File: config.mk
export PLATFORM = sky130hd
export DESIGN_NAME = sram_port_arbiter
export DESIGN_NICKNAME = d
export VERILOG_FILES = /design/src/rtl/mips_mem_pkg.sv /design/src/rtl/sram_rr_arb2.sv /design/src/rtl/sram_port_arbiter.sv
export SDC_FILE = /design/constraint.sdc
export NUM_CORES = 1
export LEC_CHECK = 0
export CORE_AREA = 2 2 121 100
export DETAILED_ROUTE_END_ITERATION = 7
export DIE_AREA = 0 0 123 102
export SLEW_MARGIN = 10
export SYNTH_ARGS = -nofsm -noshare
export SYNTH_HDL_FRONTEND = slang
export SYNTH_SLANG_ARGS = --single-unit
export TNS_END_PERCENT = 5
File: constraint.sdc
create_clock -name clk -period 5.3 [get_ports clk]
set_clock_uncertainty 0.2 [all_clocks]
set_input_delay 0.53 -clock clk [delete_from_list [all_inputs] [get_ports clk]]
set_output_delay 0.53 -clock clk [all_outputs]
set_load 0.05 [all_outputs]
File: src/rtl/mips_mem_pkg.sv
// Shared types and defaults for the memory-side arbitration logic.
// Owner encoding and reset defaults are common to the arbiter and its round-robin picker.
package mips_mem_pkg;

    typedef enum logic {
        OWN_DATA  = 1'b0,
        OWN_INSTR = 1'b1
    } owner_e;

    typedef enum logic {
        ST_IDLE = 1'b0,
        ST_BUSY = 1'b1
    } state_e;

    localparam int unsigned ADDR_W_DEF = 18;
    localparam int unsigned DATA_W_DEF = 16;

    // Every read-data bit is filled with this value when the watchdog aborts a transaction.
    localparam logic TIMEOUT_FILL = 1'b1;

endpackage

File: src/rtl/sram_rr_arb2.sv
// Combinational two-way round-robin pick between the data and instruction requesters.
// When both sides are eligible, the side that did not win last time gets the grant.
module sram_rr_arb2
    import mips_mem_pkg::*;
(
    input  logic d_elig,
    input  logic i_elig,
    input  logic last_owner,
    output logic grant_valid,
    output logic grant_owner
);

    always_comb begin
        grant_valid = d_elig | i_elig;
        grant_owner = OWN_DATA;
        if (d_elig && i_elig) begin
            grant_owner = (last_owner == OWN_DATA) ? OWN_INSTR : OWN_DATA;
        end else if (i_elig) begin
            grant_owner = OWN_INSTR;
        end
    end

endmodule

File: src/rtl/sram_port_arbiter.sv
// Shares one SRAM controller between the data and instruction-fetch sides.
// Latches the winning command, holds it until ready, and aborts hung transactions.
module sram_port_arbiter
    import mips_mem_pkg::*;
#(
    parameter int unsigned ADDR_W         = ADDR_W_DEF,
    parameter int unsigned DATA_W         = DATA_W_DEF,
    parameter int unsigned TIMEOUT_CYCLES = 64
) (
    input  logic              clk,
    input  logic              rst,
    input  logic              d_req,
    input  logic              d_we,
    input  logic [ADDR_W-1:0] d_addr,
    input  logic [DATA_W-1:0] d_wdata,
    output logic              d_ack,
    output logic [DATA_W-1:0] d_rdata,
    input  logic              i_req,
    input  logic [ADDR_W-1:0] i_addr,
    output logic              i_ack,
    output logic [DATA_W-1:0] i_rdata,
    output logic              sram_req,
    output logic [ADDR_W-1:0] sram_address,
    output logic [DATA_W-1:0] sram_write_data,
    output logic              sram_we,
    input  logic [DATA_W-1:0] sram_read_data,
    input  logic              sram_ready,
    output logic              busy,
    output logic              timeout_err
);

    localparam int unsigned    CntW   = $clog2(TIMEOUT_CYCLES) + 1;
    localparam logic [CntW-1:0] WdLast =
        CntW'((TIMEOUT_CYCLES == 0) ? 0 : TIMEOUT_CYCLES - 1);

    state_e              state_q, state_d;
    owner_e              owner_q, owner_d;
    owner_e              last_owner_q, last_owner_d;
    logic [ADDR_W-1:0]   addr_q, addr_d;
    logic [DATA_W-1:0]   wdata_q, wdata_d;
    logic                we_q, we_d;
    logic [CntW-1:0]     wd_cnt_q, wd_cnt_d;
    logic                d_ack_q, d_ack_d;
    logic                i_ack_q, i_ack_d;
    logic [DATA_W-1:0]   d_rdata_q, d_rdata_d;
    logic [DATA_W-1:0]   i_rdata_q, i_rdata_d;
    logic                timeout_q, timeout_d;

    logic grant_valid;
    logic grant_owner;
    logic wd_expired;

    // A side being acked this cycle is masked so its stale level request is not regranted.
    sram_rr_arb2 u_arb (
        .d_elig      (d_req & ~d_ack_q),
        .i_elig      (i_req & ~i_ack_q),
        .last_owner  (last_owner_q),
        .grant_valid (grant_valid),
        .grant_owner (grant_owner)
    );

    assign wd_expired = (TIMEOUT_CYCLES != 0) && (wd_cnt_q == WdLast);

    always_comb begin
        state_d      = state_q;
        owner_d      = owner_q;
        last_owner_d = last_owner_q;
        addr_d       = addr_q;
        wdata_d      = wdata_q;
        we_d         = we_q;
        wd_cnt_d     = wd_cnt_q;
        d_ack_d      = 1'b0;
        i_ack_d      = 1'b0;
        d_rdata_d    = d_rdata_q;
        i_rdata_d    = i_rdata_q;
        timeout_d    = 1'b0;

        unique case (state_q)
            ST_IDLE: begin
                if (grant_valid) begin
                    owner_d      = owner_e'(grant_owner);
                    last_owner_d = owner_e'(grant_owner);
                    if (owner_e'(grant_owner) == OWN_DATA) begin
                        addr_d  = d_addr;
                        wdata_d = d_wdata;
                        we_d    = d_we;
                    end else begin
                        addr_d  = i_addr;
                        wdata_d = '0;
                        we_d    = 1'b0;
                    end
                    wd_cnt_d = '0;
                    state_d  = ST_BUSY;
                end
            end
            ST_BUSY: begin
                if (wd_cnt_q != '1) begin
                    wd_cnt_d = wd_cnt_q + CntW'(1);
                end
                // Ready takes priority over a watchdog expiry in the same cycle.
                if (sram_ready) begin
                    state_d = ST_IDLE;
                    we_d    = 1'b0;
                    if (owner_q == OWN_DATA) begin
                        d_ack_d = 1'b1;
                        if (!we_q) d_rdata_d = sram_read_data;
                    end else begin
                        i_ack_d = 1'b1;
                        if (!we_q) i_rdata_d = sram_read_data;
                    end
                end else if (wd_expired) begin
                    state_d   = ST_IDLE;
                    we_d      = 1'b0;
                    timeout_d = 1'b1;
                    if (owner_q == OWN_DATA) begin
                        d_ack_d   = 1'b1;
                        d_rdata_d = {DATA_W{TIMEOUT_FILL}};
                    end else begin
                        i_ack_d   = 1'b1;
                        i_rdata_d = {DATA_W{TIMEOUT_FILL}};
                    end
                end
            end
        endcase
    end

    always_ff @(posedge clk or negedge rst) begin
        if (!rst) begin
            state_q      <= ST_IDLE;
            owner_q      <= OWN_DATA;
            last_owner_q <= OWN_INSTR;
            addr_q       <= '0;
            wdata_q      <= '0;
            we_q         <= 1'b0;
            wd_cnt_q     <= '0;
            d_ack_q      <= 1'b0;
            i_ack_q      <= 1'b0;
            d_rdata_q    <= '0;
            i_rdata_q    <= '0;
            timeout_q    <= 1'b0;
        end else begin
            state_q      <= state_d;
            owner_q      <= owner_d;
            last_owner_q <= last_owner_d;
            addr_q       <= addr_d;
            wdata_q      <= wdata_d;
            we_q         <= we_d;
            wd_cnt_q     <= wd_cnt_d;
            d_ack_q      <= d_ack_d;
            i_ack_q      <= i_ack_d;
            d_rdata_q    <= d_rdata_d;
            i_rdata_q    <= i_rdata_d;
            timeout_q    <= timeout_d;
        end
    end

    assign busy            = (state_q == ST_BUSY);
    assign sram_req        = busy;
    assign sram_address    = addr_q;
    assign sram_write_data = wdata_q;
    assign sram_we         = we_q;
    assign d_ack           = d_ack_q;
    assign i_ack           = i_ack_q;
    assign d_rdata         = d_rdata_q;
    assign i_rdata         = i_rdata_q;
    assign timeout_err     = timeout_q;

endmodule

==> results_dict.tcl, run 1 <==
set metrics [dict create \
    cp_num_buf_inv 1 \
    numCtsBuffers 9 \
    synthArstFlopShare_pct 100 \
    hold_viol 0 \
    clk_latency_ns 0.33 \
    finalInstanceArea_um2 5120 \
    ir_drop_uv 317 \
    cts_sinks 80 \
    die_area_um2 12500 \
    drc_errors 0 \
    hpwl_um 6140 \
    yosysUniqueCellTypes 39 \
    final_core_util_pct 45.3 \
    timing.rr.start "busy" \
    grt_pass1_vias 2827 \
    cts.htree.levels 3 \
    drive_gt1_share_pct 10.0 \
    critical-path-max-stage-delay_ns 0.90 \
    clockBufferDepth 2 \
    final_common_cell "clkdlybuf4s50_1" \
    synth_top_family_by_area "compound AO/OA/AOI/OAI gates" \
    worst_pin_slew_ns 1.00 \
    syn-mean-instance-area_um2 11.8 \
    port_buffers 145 \
    die_y_um 102 \
    ys_seq_area_share_pct 60.1 \
    fin_crit_sh_pct 49.1 \
    synth_edf_count 0 \
    crit_required_ns 4.57 \
    gp_congestion 0.763 \
    finalSetupViolCount 0 \
    crit_family "buffers and inverters" \
    syn_nets 358 \
    cts_tree "done" \
    preCtsSetupSlack_ns 2.66 \
    clkSlewWorstSetupHoldPaths_ns 0.06 \
    vias 2765 \
    syn_inst 283 \
    grt_max_degree 81 \
    crit_type "reg2out" \
    drt-vias-per-instance 4.80 \
    synth.area.mux_share_pct 0.300 \
    startpoint "busy" \
    finalSetupTns_ns 0 \
    synth-compound-area-share_pct 23.3 \
    rsz0062_at_grt "false" \
    fmax_mhz 384 \
    synth-xor-area-share_pct 0 \
    final_cell_mix "clkdlybuf4s50_1, dfrtp_1, a21oi_1" \
    grt_first_pass_wirelength_um 14500 \
    setup_ws_ns 2.70 \
    slew_headroom_pct 33.3 \
    status "finished clean" \
    overflow 0 \
    area_delta_synth_final_pct 53.7 \
    core_area_um2 11300 \
    total_power_mw 3.76 \
    drv_slew 0 \
    grtUsageTotal_pct 14.7 \
    synthSimpleGateAreaFrac_pct 11.3 \
    drtIter0Drc 137 \
    powerDensity_nw_per_um2 734 \
    synthAdderAreaFrac_pct 0.376 \
    post_cts_buffers 0 \
    die_w_um 123 \
    dr.pass1.iters 4 \
    cts_resized 0 \
    cts-root-buf "clkbuf_16" \
    yosysWarnings 0 \
    place_area_um2 4840 \
    crit_chain "clkdlybuf4s50_1" \
    crit_path_end_kind "output pin" \
    leakage_nw 2.09 \
    start_util_pct 29.5 \
    wl_per_cell_um 15.6 \
    startpoint_type "register" \
    antenna_found_initial 0 \
    nets 498 \
    arrival_ns 1.87 \
    drt-total-wl_um 9010 \
    ys.flop_type "dfrtp_1" \
    path_max_fanout 16 \
    num_rows 35 \
    slowest_stage "clkdlybuf4s50_1" \
    synth_seq_cells 80 \
    max_cap_violations 0 \
    min_period_ns 2.60 \
    n_antenna_cell 0 \
    syn_area_um2 3330 \
    ios 146 \
    ctsHoldBuffers 0 \
    hold_path.class "in2async" \
    antenna_left 0 \
]
==> path summary, 6_finish.rpt <==
kind	endpoint	slack [ns]	cells past startpoint
max	sram_req	2.70	1
max reg2reg	sram_write_data[1]	3.23	4
min in group clk	i_rdata[15]	0.29	1
min reg2reg	i_rdata[15]	0.29	1
max in group asynchronous	wd_cnt_q[1]	4.09	1
min	sram_write_data[10]	0.17	1
==> where the power goes <==
group          switching (mW)  internal (mW)
Sequential              0.187          0.891
Clock                   0.259          0.321
Combinational            1.37          0.727
==> registers in the layout (all words and copies together), names as in the netlist <==
signal and flops:
busy 1, d_ack 1, sram_address 18, wd_cnt_q 7
last_owner_q 1, i_rdata 16, i_ack 1, sram_we 1
sram_write_data 16, timeout_err 1, d_rdata 16, owner_q 1
==> cells in the mapped netlist (all sizes together) (2+ instances only) <==
master | number | share of area [%]
inv | 4 | 0.45
clkbuf | 2 | 0.23
a22o | 16 | 4.2
o22a | 30 | 8.3
nand2b | 4 | 1.2
buf | 16 | 3.9
nand4 | 2 | 0.38
a31oi | 7 | 1.8
nand2 | 27 | 3.0
o21ai | 10 | 1.5
and3 | 2 | 0.41
a21oi | 40 | 6.3
a21o | 2 | 0.45
nor3 | 2 | 0.45
nor2 | 26 | 3.9
dfrtp | 79 | 59
nand3 | 3 | 0.60
==> per-stage QoR <==
stage          std cells  hold slack [ns]
3_3_place_gp         560            0.272
2_1_floorplan        283           0.0344
3_5_place_dp         560            0.279
5_1_grt              576            0.274
6_report             576            0.174
4_1_cts              576            0.213
==> cell families (layout without fill, tap and decap cells) <==
kind of cell | count (synthesis) | in the layout
AND/OR/NAND/NOR | 71 | 71
AO/OA/AOI/OAI | 108 | 108
multiplexers | 1 | 1
adder cells (fa/ha/maj) | 1 | 1
buffers and inverters | 22 | 167
flip-flops | 80 | 80
==> final cells by class <==
class	instances	area, µm²
Fill cell	1063	6180
Sequential cell	80	2000
Timing Repair Buffer	147	1460
Multi-Input combinational cell	181	1180
Clock buffer	9	225
Tap cell	148	185
Clock inverter	7	51.3
Inverter	4	15.0
==> routing by layer <==
layer | share of wire (%) | GRT usage (%)
met1 | 48 | 21.4
met2 | 43 | 21.0
met3 | 7.4 | 4.46
met4 | 1.7 | 4.72
met5 | 0 | 0
(Power assumes the default switching activity.)
==> run 2, diff against run 1 <==
==> constraint.sdc (replaced) <==
create_clock -name clk -period 2.7 [get_ports clk]
set_clock_uncertainty 0.2 [all_clocks]
set_input_delay 0.27 -clock clk [delete_from_list [all_inputs] [get_ports clk]]
set_output_delay 0.27 -clock clk [all_outputs]
set_load 0.05 [all_outputs]
==> run 2 against run 1 <==
First-iteration DRC count fell by 2.2%. Setup slack lost 2.3 ns. Clock-buffer cell count unchanged. Sequential share of layout area decreased by 0.50 points. Critical path type unchanged. Critical endpoint unchanged. Total power grew 98%. Largest power group unchanged. Via count shrank 1.0%.
==> results_dict.tcl, run 2 (same netlist as run 1, synthesis figures left out) <==
set metrics [dict create \
    antenna_found_initial 0 \
    rrSetupSlack_ns 0.74 \
    crit_path_end_kind "output pin" \
    slowest_stage "clkdlybuf4s50_1" \
    cts-root-buf "clkbuf_16" \
    overflow 0 \
    arrival_ns 1.87 \
    ir_drop_uv 683 \
    worst_pin_slew_ns 0.689 \
    rr_worst_depth 4 \
    drc_errors 0 \
    drive_gt1_share_pct 11.3 \
    status "finished clean" \
    clockBufferDepth 2 \
    vias 2737 \
    nets 505 \
    final_cell_mix "clkdlybuf4s50_1, dfrtp_1, a21oi_1" \
    largest_reg_flops 18 \
    cts_tree "done" \
    gp_congestion 0.811 \
    path_max_fanout 16 \
    path_depth 1 \
    grt_pass1_vias 2802 \
    drt-total-wl_um 9020 \
    finalSetupViolCount 0 \
    total_power_mw 7.43 \
    startpoint "busy" \
    hold_ws_ns 0.268 \
    grtUsageTotal_pct 15.0 \
    num_rows 35 \
    timing.rr.start "busy" \
    crit_type "reg2out" \
    endpoint "sram_req" \
    ios 146 \
    antenna_left 0 \
    grt_max_degree 56 \
    dr.pass1.iters 4 \
    cts_sinks 80 \
    drv_slew 0 \
    drtIter0Drc 134 \
    grt_first_pass_wirelength_um 14500 \
    slew_headroom_pct 54.1 \
    clk_latency_ns 0.33 \
    fillers 1057 \
    max_cap_violations 0 \
    hold_path.class "in2reg" \
    hold_viol 0 \
    rr_endpoint "sram_address[11]" \
    powerDensity_nw_per_um2 1430 \
    area_delta_synth_final_pct 55.7 \
    critical-path-max-stage-delay_ns 0.90 \
    rsz0062_at_grt "false" \
    leakage_nw 2.13 \
    fmax_mhz 427 \
    hpwl_um 6410 \
    min_period_ns 2.34 \
    cts_resized 0 \
    wl_per_cell_um 15.5 \
    die_w_um 123 \
    cp_num_buf_inv 1 \
    n_antenna_cell 0 \
    port_buffers 145 \
    fin_crit_sh_pct 86.8 \
    clkSlewWorstSetupHoldPaths_ns 0.07 \
    die_y_um 102 \
    cts.htree.levels 3 \
    startpoint_type "register" \
    numCtsBuffers 9 \
    crit_family "buffers and inverters" \
    drt-vias-per-instance 4.69 \
    crit_chain "clkdlybuf4s50_1" \
    die_area_um2 12500 \
    finalSetupTns_ns 0 \
    core_area_um2 11300 \
    final_common_cell "clkdlybuf4s50_1" \
    crit_required_ns 2.23 \
    start_util_pct 29.5 \
]
-- run 2: cell count changes in the layout (fill, tap and decap cells not counted) --
cell and delta:
buf_4 +6, clkinv_2 -1, clkinv_4 +1, clkinvlp_4 -2, dlygate4sd3_1 +1, inv_8 +2
-- run 2: how the worst min path moves through the flow --
stage	cells after the start	slack (ns)	from	end
global placement	1	0.16	rst	sram_write_data[11]
detailed placement	1	0.16	rst	sram_write_data[5]
global route	3	0.28	d_addr[9]	sram_address[9]
floorplan	0	-0.23	rst	busy
CTS	3	0.26	d_addr[11]	sram_address[11]
finish	3	0.27	d_addr[3]	sram_address[3]
-- run 2: timing repair --
action	CTS	global route
endpoints found under the hold margin	52	0
setup buffers	0	0
hold buffers	1	0
-- run 2: per-stage QoR --
stage / util [%] / cell area [µm²] / setup WS (ns) / std cells
floorplan: - / 3330 / 0.878 / 283
global placement: 43.3 / 4890 / 0.525 / 566
detailed placement: 43.3 / 4890 / 0.515 / 566
CTS: 45.9 / 5190 / 0.350 / 583
global route: 45.9 / 5190 / 0.234 / 583
finish: 45.9 / 5190 / 0.355 / 583
-- run 2: report_power, final --
part           internal [mW]  total [mW]  switching [mW]
combinational           1.45        4.15            2.70
clock                  0.645        1.16           0.520
sequential              1.75        2.11           0.364
total                   3.84        7.43            3.59
-- run 2: area by class of cell --
class	count	area (µm²)	share of cell area [%]
clock buffer	9	225	4.34
clock inverter	7	62.6	1.21
inverter	4	15.0	0.290
multi-input combinational	181	1180	22.7
sequential	80	2000	38.6
tap	148	185	3.57
timing repair buffer	154	1520	29.3
-- run 2: routing by layer --
metal  vias to the layer above  track usage [%]  share of wire (%)
met1                      1304             21.6                 48
li1                       1318                -                  -
met4                         0             5.42                1.2
met5                         -                0                  0
met3                         9             4.46                7.1
met2                       106             21.2                 43
